**src/rtl/serial_adder_ctrl.sv**
```systemverilog
// Bit-serial WIDTH-bit adder: one sum bit per clock, LSB first, done pulses WIDTH cycles after start; start ignored while busy.
// Optional signed-overflow output ovf is built only when SERIAL_ADD_OVF_EN is defined.
module serial_adder_ctrl #(
   parameter int WIDTH = 8
) (
   input  logic             clk,
   input  logic             rst,
   input  logic             start,
   input  logic [WIDTH-1:0] a,
   input  logic [WIDTH-1:0] b,
   input  logic             cin,
   output logic             busy,
   output logic             done,
   output logic [WIDTH-1:0] sum,
   output logic             cout
`ifdef SERIAL_ADD_OVF_EN
   ,
   output logic             ovf
`endif
);

   localparam int CW = $clog2(WIDTH) + 1;

   typedef enum logic [1:0] {
      S_IDLE,
      S_ADD,
      S_DONE
   } state_t;

   state_t           r_state;
   logic [WIDTH-1:0] r_opa;
   logic [WIDTH-1:0] r_opb;
   logic             r_carry;
   logic [CW-1:0]    r_cnt;

   logic             w_bit;
   logic             w_carry_nxt;
   logic             w_last;

   assign w_bit       = r_opa[0] ^ r_opb[0] ^ r_carry;
   assign w_carry_nxt = (r_opa[0] & r_opb[0]) | (r_carry & (r_opa[0] ^ r_opb[0]));
   assign w_last      = (r_cnt == CW'(WIDTH - 1));

   always_ff @(posedge clk) begin
      if (rst) begin
         r_state <= S_IDLE;
         r_opa   <= '0;
         r_opb   <= '0;
         r_carry <= 1'b0;
         r_cnt   <= '0;
         busy    <= 1'b0;
         done    <= 1'b0;
         sum     <= '0;
         cout    <= 1'b0;
`ifdef SERIAL_ADD_OVF_EN
         ovf     <= 1'b0;
`endif
      end else begin
         case (r_state)
            S_IDLE: begin
               done <= 1'b0;
               if (start) begin
                  r_opa   <= a;
                  r_opb   <= b;
                  r_carry <= cin;
                  r_cnt   <= '0;
                  busy    <= 1'b1;
                  r_state <= S_ADD;
`ifdef SERIAL_ADD_OVF_EN
                  ovf     <= 1'b0;
`endif
               end
            end
            S_ADD: begin
               // Sum fills from the MSB end so bit 0 lands in sum[0] after WIDTH shifts.
               sum     <= {w_bit, sum[WIDTH-1:1]};
               r_opa   <= r_opa >> 1;
               r_opb   <= r_opb >> 1;
               r_carry <= w_carry_nxt;
               r_cnt   <= r_cnt + CW'(1);
               if (w_last) begin
                  r_state <= S_DONE;
                  done    <= 1'b1;
                  cout    <= w_carry_nxt;
`ifdef SERIAL_ADD_OVF_EN
                  ovf     <= r_carry ^ w_carry_nxt;
`endif
               end
            end
            S_DONE: begin
               done    <= 1'b0;
               busy    <= 1'b0;
               r_state <= S_IDLE;
            end
            default: begin
               r_state <= S_IDLE;
            end
         endcase
      end
   end

endmodule

```
**config.mk**
```make
export PLATFORM = sky130hd
export DESIGN_NAME = serial_adder_ctrl
export DESIGN_NICKNAME = d
export VERILOG_FILES = /design/src/rtl/serial_adder_ctrl.sv
export SDC_FILE = /design/constraint.sdc
export NUM_CORES = 1
export LEC_CHECK = 0
export BUFFER_PORTS_ARGS = -buffer_cell sky130_fd_sc_hd__buf_4
export CAP_MARGIN = 20
export CELL_PAD_IN_SITES_DETAIL_PLACEMENT = 1
export CELL_PAD_IN_SITES_GLOBAL_PLACEMENT = 2
export CORE_UTILIZATION = 34
export DETAILED_ROUTE_END_ITERATION = 10
export PLACE_DENSITY = 0.8
export SYNTH_ARGS = -nofsm -noshare
export SYNTH_HDL_FRONTEND = slang
export SYNTH_SLANG_ARGS = --single-unit
export TNS_END_PERCENT = 20
```
**constraint.sdc**
```tcl
create_clock -name clk -period 2 [get_ports clk]
set_input_delay 0.2 -clock clk [delete_from_list [all_inputs] [get_ports clk]]
set_output_delay 0.2 -clock clk [all_outputs]
set_load 0.01 [all_outputs]
```
Word-level counts from Yosys, hierarchy flattened
Cells that the tools add are included.
{ "totals": {"reg_bits": 34, "word_cells": 45} }
{ "op_classes": {"add_sub_neg": 1, "eq_ne": 5, "muxes": 15, "bitwise": 5, "n_reduce_logical": 10} }
{ "ops": {"columns": ["cell", "count"], "rows": [
  ["one-hot mux 8 bit (2 select lines)", 2],
  ["two-way mux 8 bit", 2],
  ["AND reduction 2 bit", 5],
  ["one-hot mux 4 bit (2 select lines)", 1],
  ["one-hot mux 1 bit (2 select lines)", 3],
  ["nonzero test 2 bit", 3],
  ["adder 4 x 1 -> 4 bit, second input constant", 1],
  ["equality test 4 x 3 -> 1 bit, second input constant", 1],
  ["two-way mux 2 bit", 2],
  ["two-way mux 4 bit", 1],
  ["inequality test 2 bit, second input constant", 2],
  ["one-hot mux 2 bit (2 select lines)", 1],
  ["two-way mux 1 bit", 3],
  ["bitwise AND 1 bit", 2],
  ["equality test 2 x 1 -> 1 bit, second input constant", 1],
  ["equality test 2 bit, second input constant", 1],
  ["logical NOT 2 bit", 1],
  ["OR reduction 2 bit", 1],
  ["XOR 1 bit", 2],
  ["bitwise OR 1 bit", 1]
]} }

Logic depth before layout (Yosys ltp)
{ "depth": {"word_depth": 4, "ltp_mapped": 5, "ltp_nobuf": 4} }

Worst setup path before layout
No wires, ideal clock.
{ "synth_timing": {"path_type": "register to register", "start": "register r_cnt[0]", "end": "register cout", "setup_time_ns": 0.070, "arrival_ns": 1.003, "slack_ns": 0.926, "path_stages_with_launch": 5, "n_path_buf": 0, "synth_period_minus_slack_ns": 1.074, "cell_sequence": "dfxtp_1 -> ha_1 -> and3b_1 -> a21bo_1 -> a21oi_1"} }
{ "synth_between": {"elab_chain_len": 2} }
{ "synth_lines": {"columns": ["element", "line_no", "rtl"], "rows": [
  ["start, declared", "34", "logic [CW-1:0] r_cnt;"],
  ["start signal, assigned", "80", "r_cnt <= r_cnt + CW'(1);"],
  ["equality test 4 x 3 -> 1 bit", "42", "assign w_last = (r_cnt == CW'(WIDTH - 1));"],
  ["AND reduction 2 bit (no line)", null, null],
  ["end signal, assigned", "84", "cout <= w_carry_nxt;"],
  ["end, declared", "15", "output logic cout"]
]} }
Every way passes these cells.
A chain may end at the register's enable or synchronous reset.

Worst setup path after layout
{ "layout_timing": {"start": "register r_state[0]", "end": "register r_cnt[3]"} }
{ "layout_between": {"elab_chain_len": 3, "word_cells_on_any_way": 6, "cone_classes": "2 x eq/ne; 1 x mux; 3 x reduce/logical"} }
{ "layout_lines": {"columns": ["element", "line_no", "rtl"], "rows": [
  ["start, declared", "30", "state_t r_state;"],
  ["start signal, assigned", "46", "r_state <= S_IDLE;"],
  ["start signal, assigned", "68", "r_state <= S_ADD;"],
  ["start signal, assigned", "82", "r_state <= S_DONE;"],
  ["equality test 2 x 1 -> 1 bit / logical NOT 2 bit (equally long branches)", "59", "case (r_state)"],
  ["nonzero test 2 bit (no line) / inequality test 2 bit (equally long branches)", null, null],
  ["AND reduction 2 bit (no line)", null, null]
]} }
Parallel ways exist; a longest one is shown, timed or not.

==> results.json <==
{
  "die-area_sq_um": 5046,
  "synth.avg_cell_area_sq_um": 8.483,
  "fin_nets": 238,
  "avgRoutedWirePerCell_um": 15.53,
  "cp_cell_sequence": "nand2b_4, or3_1, a31oi_1",
  "status": "completed",
  "drv_cap": 0,
  "synth-edff-count": 0,
  "routed_via_density": 5.440,
  "route.detailed.drc": 0,
  "clk_latency_ns": 0.28,
  "die_x_um": 71.04,
  "cts.sinks": 34,
  "hpwl_mm": 2.754,
  "hp-class": "input pin to flop",
  "ys_types": 31,
  "synth.most_common_cell": "dfxtp_1",
  "tightest_slew_ns": 0.4349,
  "critical-path-max-stage-delay_ns": 0.56,
  "ant_nets": 0,
  "die_y_um": 71.04,
  "synth_compound_area_frac": 0.2819,
  "initial_utilization": 0.3621,
  "cp.arrival_ns": 1.66,
  "yosys.area.top_type": "dfxtp_1",
  "vias": 1458,
  "syn_inst": 191,
  "grt_max_degree": 36,
  "antenna_found_initial": 0,
  "yosys-mux-area-fraction": 0.006178,
  "final.setup_skew_ns": 0.004508,
  "drt_iter0_drc": 126,
  "finalSetupViolations": 0,
  "overflow": 0,
  "core-area_sq_um": 4474,
  "htreeDepth": 2,
  "ios": 31,
  "yosysSeqAreaShare": 0.4201,
  "ctsHoldBuffers": 0,
  "cts_resized": 0,
  "clk_path_buf_depth": 2,
  "placedCellCount": 261,
  "wl_mm": 4.162,
  "ys_ff_latch": 34,
  "critPathTopFamily": "simple AND/OR/NAND/NOR gates",
  "crit_path_max_fanout": 24,
  "final.min_clock_period_ns": 1.451,
  "synth_area_leaders": "dfxtp_1 (42%), a21oi_1 (9.3%), a2111oi_2 (6.5%)",
  "maxSlewHeadroom": 0.7100,
  "fin_setup_tns_ns": 0,
  "synth-xor-area-share": 0,
  "path_clk_slew_ns": 0.07,
  "synth_warnings": 0,
  "worstPathRequired_ns": 2.21,
  "finalPower_mw": 1.424,
  "grt_setup_unrepaired": "false",
  "nFillCells": 537,
  "diodes": 0,
  "gp_congestion": 0.7229,
  "synth-simple-area-share": 0.2000,
  "cts_setup_buffers": 0,
  "dr.pass1.iters": 6,
  "synth.cell_area_sq_um": 1620,
  "worstSetupEndpointType": "flop",
  "p_per_area_nw_per_um2": 739.3,
  "async_flop_share": 0,
  "whs_ns": 0.2007,
  "p_leak_nw": 0.7704,
  "hold_viol": 0,
  "path_class": "flop to flop",
  "synth_top_flop_cell": "dfxtp_1",
  "rows": 24,
  "portBuffers": 30,
  "critPathBufInv": 0,
  "cts_buffers": 5,
  "syn_to_final_growth_pct": 18.92,
  "clockRootBuffer": "clkbuf_8",
  "synthAdderAreaFrac": 0.02008,
  "cp-start-kind": "flop",
  "report.final.slew_viol_count": 0,
  "grt_first_pass_wirelength_mm": 7.010,
  "period_share": 0.7256,
  "yosys.area.top_type_share": 0.4201,
  "synthTopCellsByCount": "dfxtp_1 (34), a21oi_1 (30), nor2_1 (26), nand2_1 (22), nor2b_1 (10)",
  "grt_pass1_vias": 1484,
  "ir_drop_mv": 0.2865,
  "final_cells": 268,
  "cts_tree": "built",
  "drive_above_1_share": 0.2546,
  "cp_slowest_cell": "dfxtp_1",
  "grt.total_usage": 0.1736,
  "syn-num-nets": 213,
  "synth_top_family_by_area": "compound AO/OA/AOI/OAI gates",
  "timing.fmax_ghz": 0.6891
}
==> area by class of cell <==
type | count | area, sq um | area share
Timing Repair Buffer | 33 | 247.7 | 0.1286
Tap cell | 52 | 65.06 | 0.03377
Clock buffer | 7 | 76.32 | 0.03961
Sequential cell | 34 | 680.7 | 0.3532
Inverter | 9 | 33.78 | 0.01753
Multi-Input combinational cell | 133 | 823.3 | 0.4273
==> per-stage QoR <==
| stage | worst slack [ns] | utilization | instance area (sq um) |
|---|---|---|---|
| finish | 0.5487 | 0.4306 | 1927 |
| global route | 0.4121 | 0.4306 | 1927 |
| CTS | 0.5427 | 0.4306 | 1927 |
| detailed placement | 0.5603 | 0.4136 | 1851 |
| global placement | 0.5865 | 0.4136 | 1851 |
| floorplan | 0.9264 | - | 1620 |
==> path summary, 6_finish.rpt <==
kind | startpoint | endpoint | slack, ns | cells past startpoint
worst min-delay path | a[7] | r_opa[7]$_SDFFE_PP0P_ | 0.20 | 3
worst max-delay path | r_state[0]$_SDFFE_PP0P_ | r_cnt[3]$_SDFFE_PP0P_ | 0.55 | 3
worst min register to register | sum[0]$_SDFFE_PP0P_ | sum[0]$_SDFFE_PP0P_ | 0.47 | 2
worst max register to register | r_state[0]$_SDFFE_PP0P_ | r_cnt[3]$_SDFFE_PP0P_ | 0.55 | 3
==> worst reg2reg max path, stage by stage, from the launching register on <==
cell	delay [ns]
dfxtp_1	0.56
nand2b_4	0.26
or3_1	0.41
a31oi_1	0.16
==> layout by cell type (no fill, tap or decap), drive strengths merged, types with 2 or more instances in the layout <==
cell      n
nor2b    10
a2111oi   7
dfxtp    34
o22ai     9
nand2    22
clkbuf    7
buf      33
o221a     8
nand2b    2
nor2     26
inv       9
and2b     2
nand3     3
a211oi    2
a21oi    30
==> state kept, by name (all words and copies together) (netlist names) <==
register and cells:
busy 1, cout 1, done 1, r_carry 1
r_cnt 4, r_opa 8, r_opb 8, r_state 2
sum 8
==> kinds of logic (layout without fill, tap and decap cells) <==
| logic type | after synthesis | after routing |
|---|---|---|
| simple gates | 69 | 69 |
| compound gates | 61 | 61 |
| flops | 34 | 34 |
| buf+inv | 24 | 49 |
| fa+ha+maj | 2 | 2 |
| mux | 1 | 1 |
==> routing by layer <==
metal	routed length (um)	global-route usage
met4	63	0.05556
met3	118	0.02991
met5	0	0
met2	1987	0.3013
met1	1992	0.2192
==> where the power goes <==
part / switching, mW / internal, mW / total [mW] / leakage [nW]
logic: 0.104 / 0.0918 / 0.195 / 0.453
clock network: 0.238 / 0.240 / 0.477 / 0.0383
registers: 0.0367 / 0.715 / 0.752 / 0.279
No activity file was read; power rests on OpenSTA's default activity.
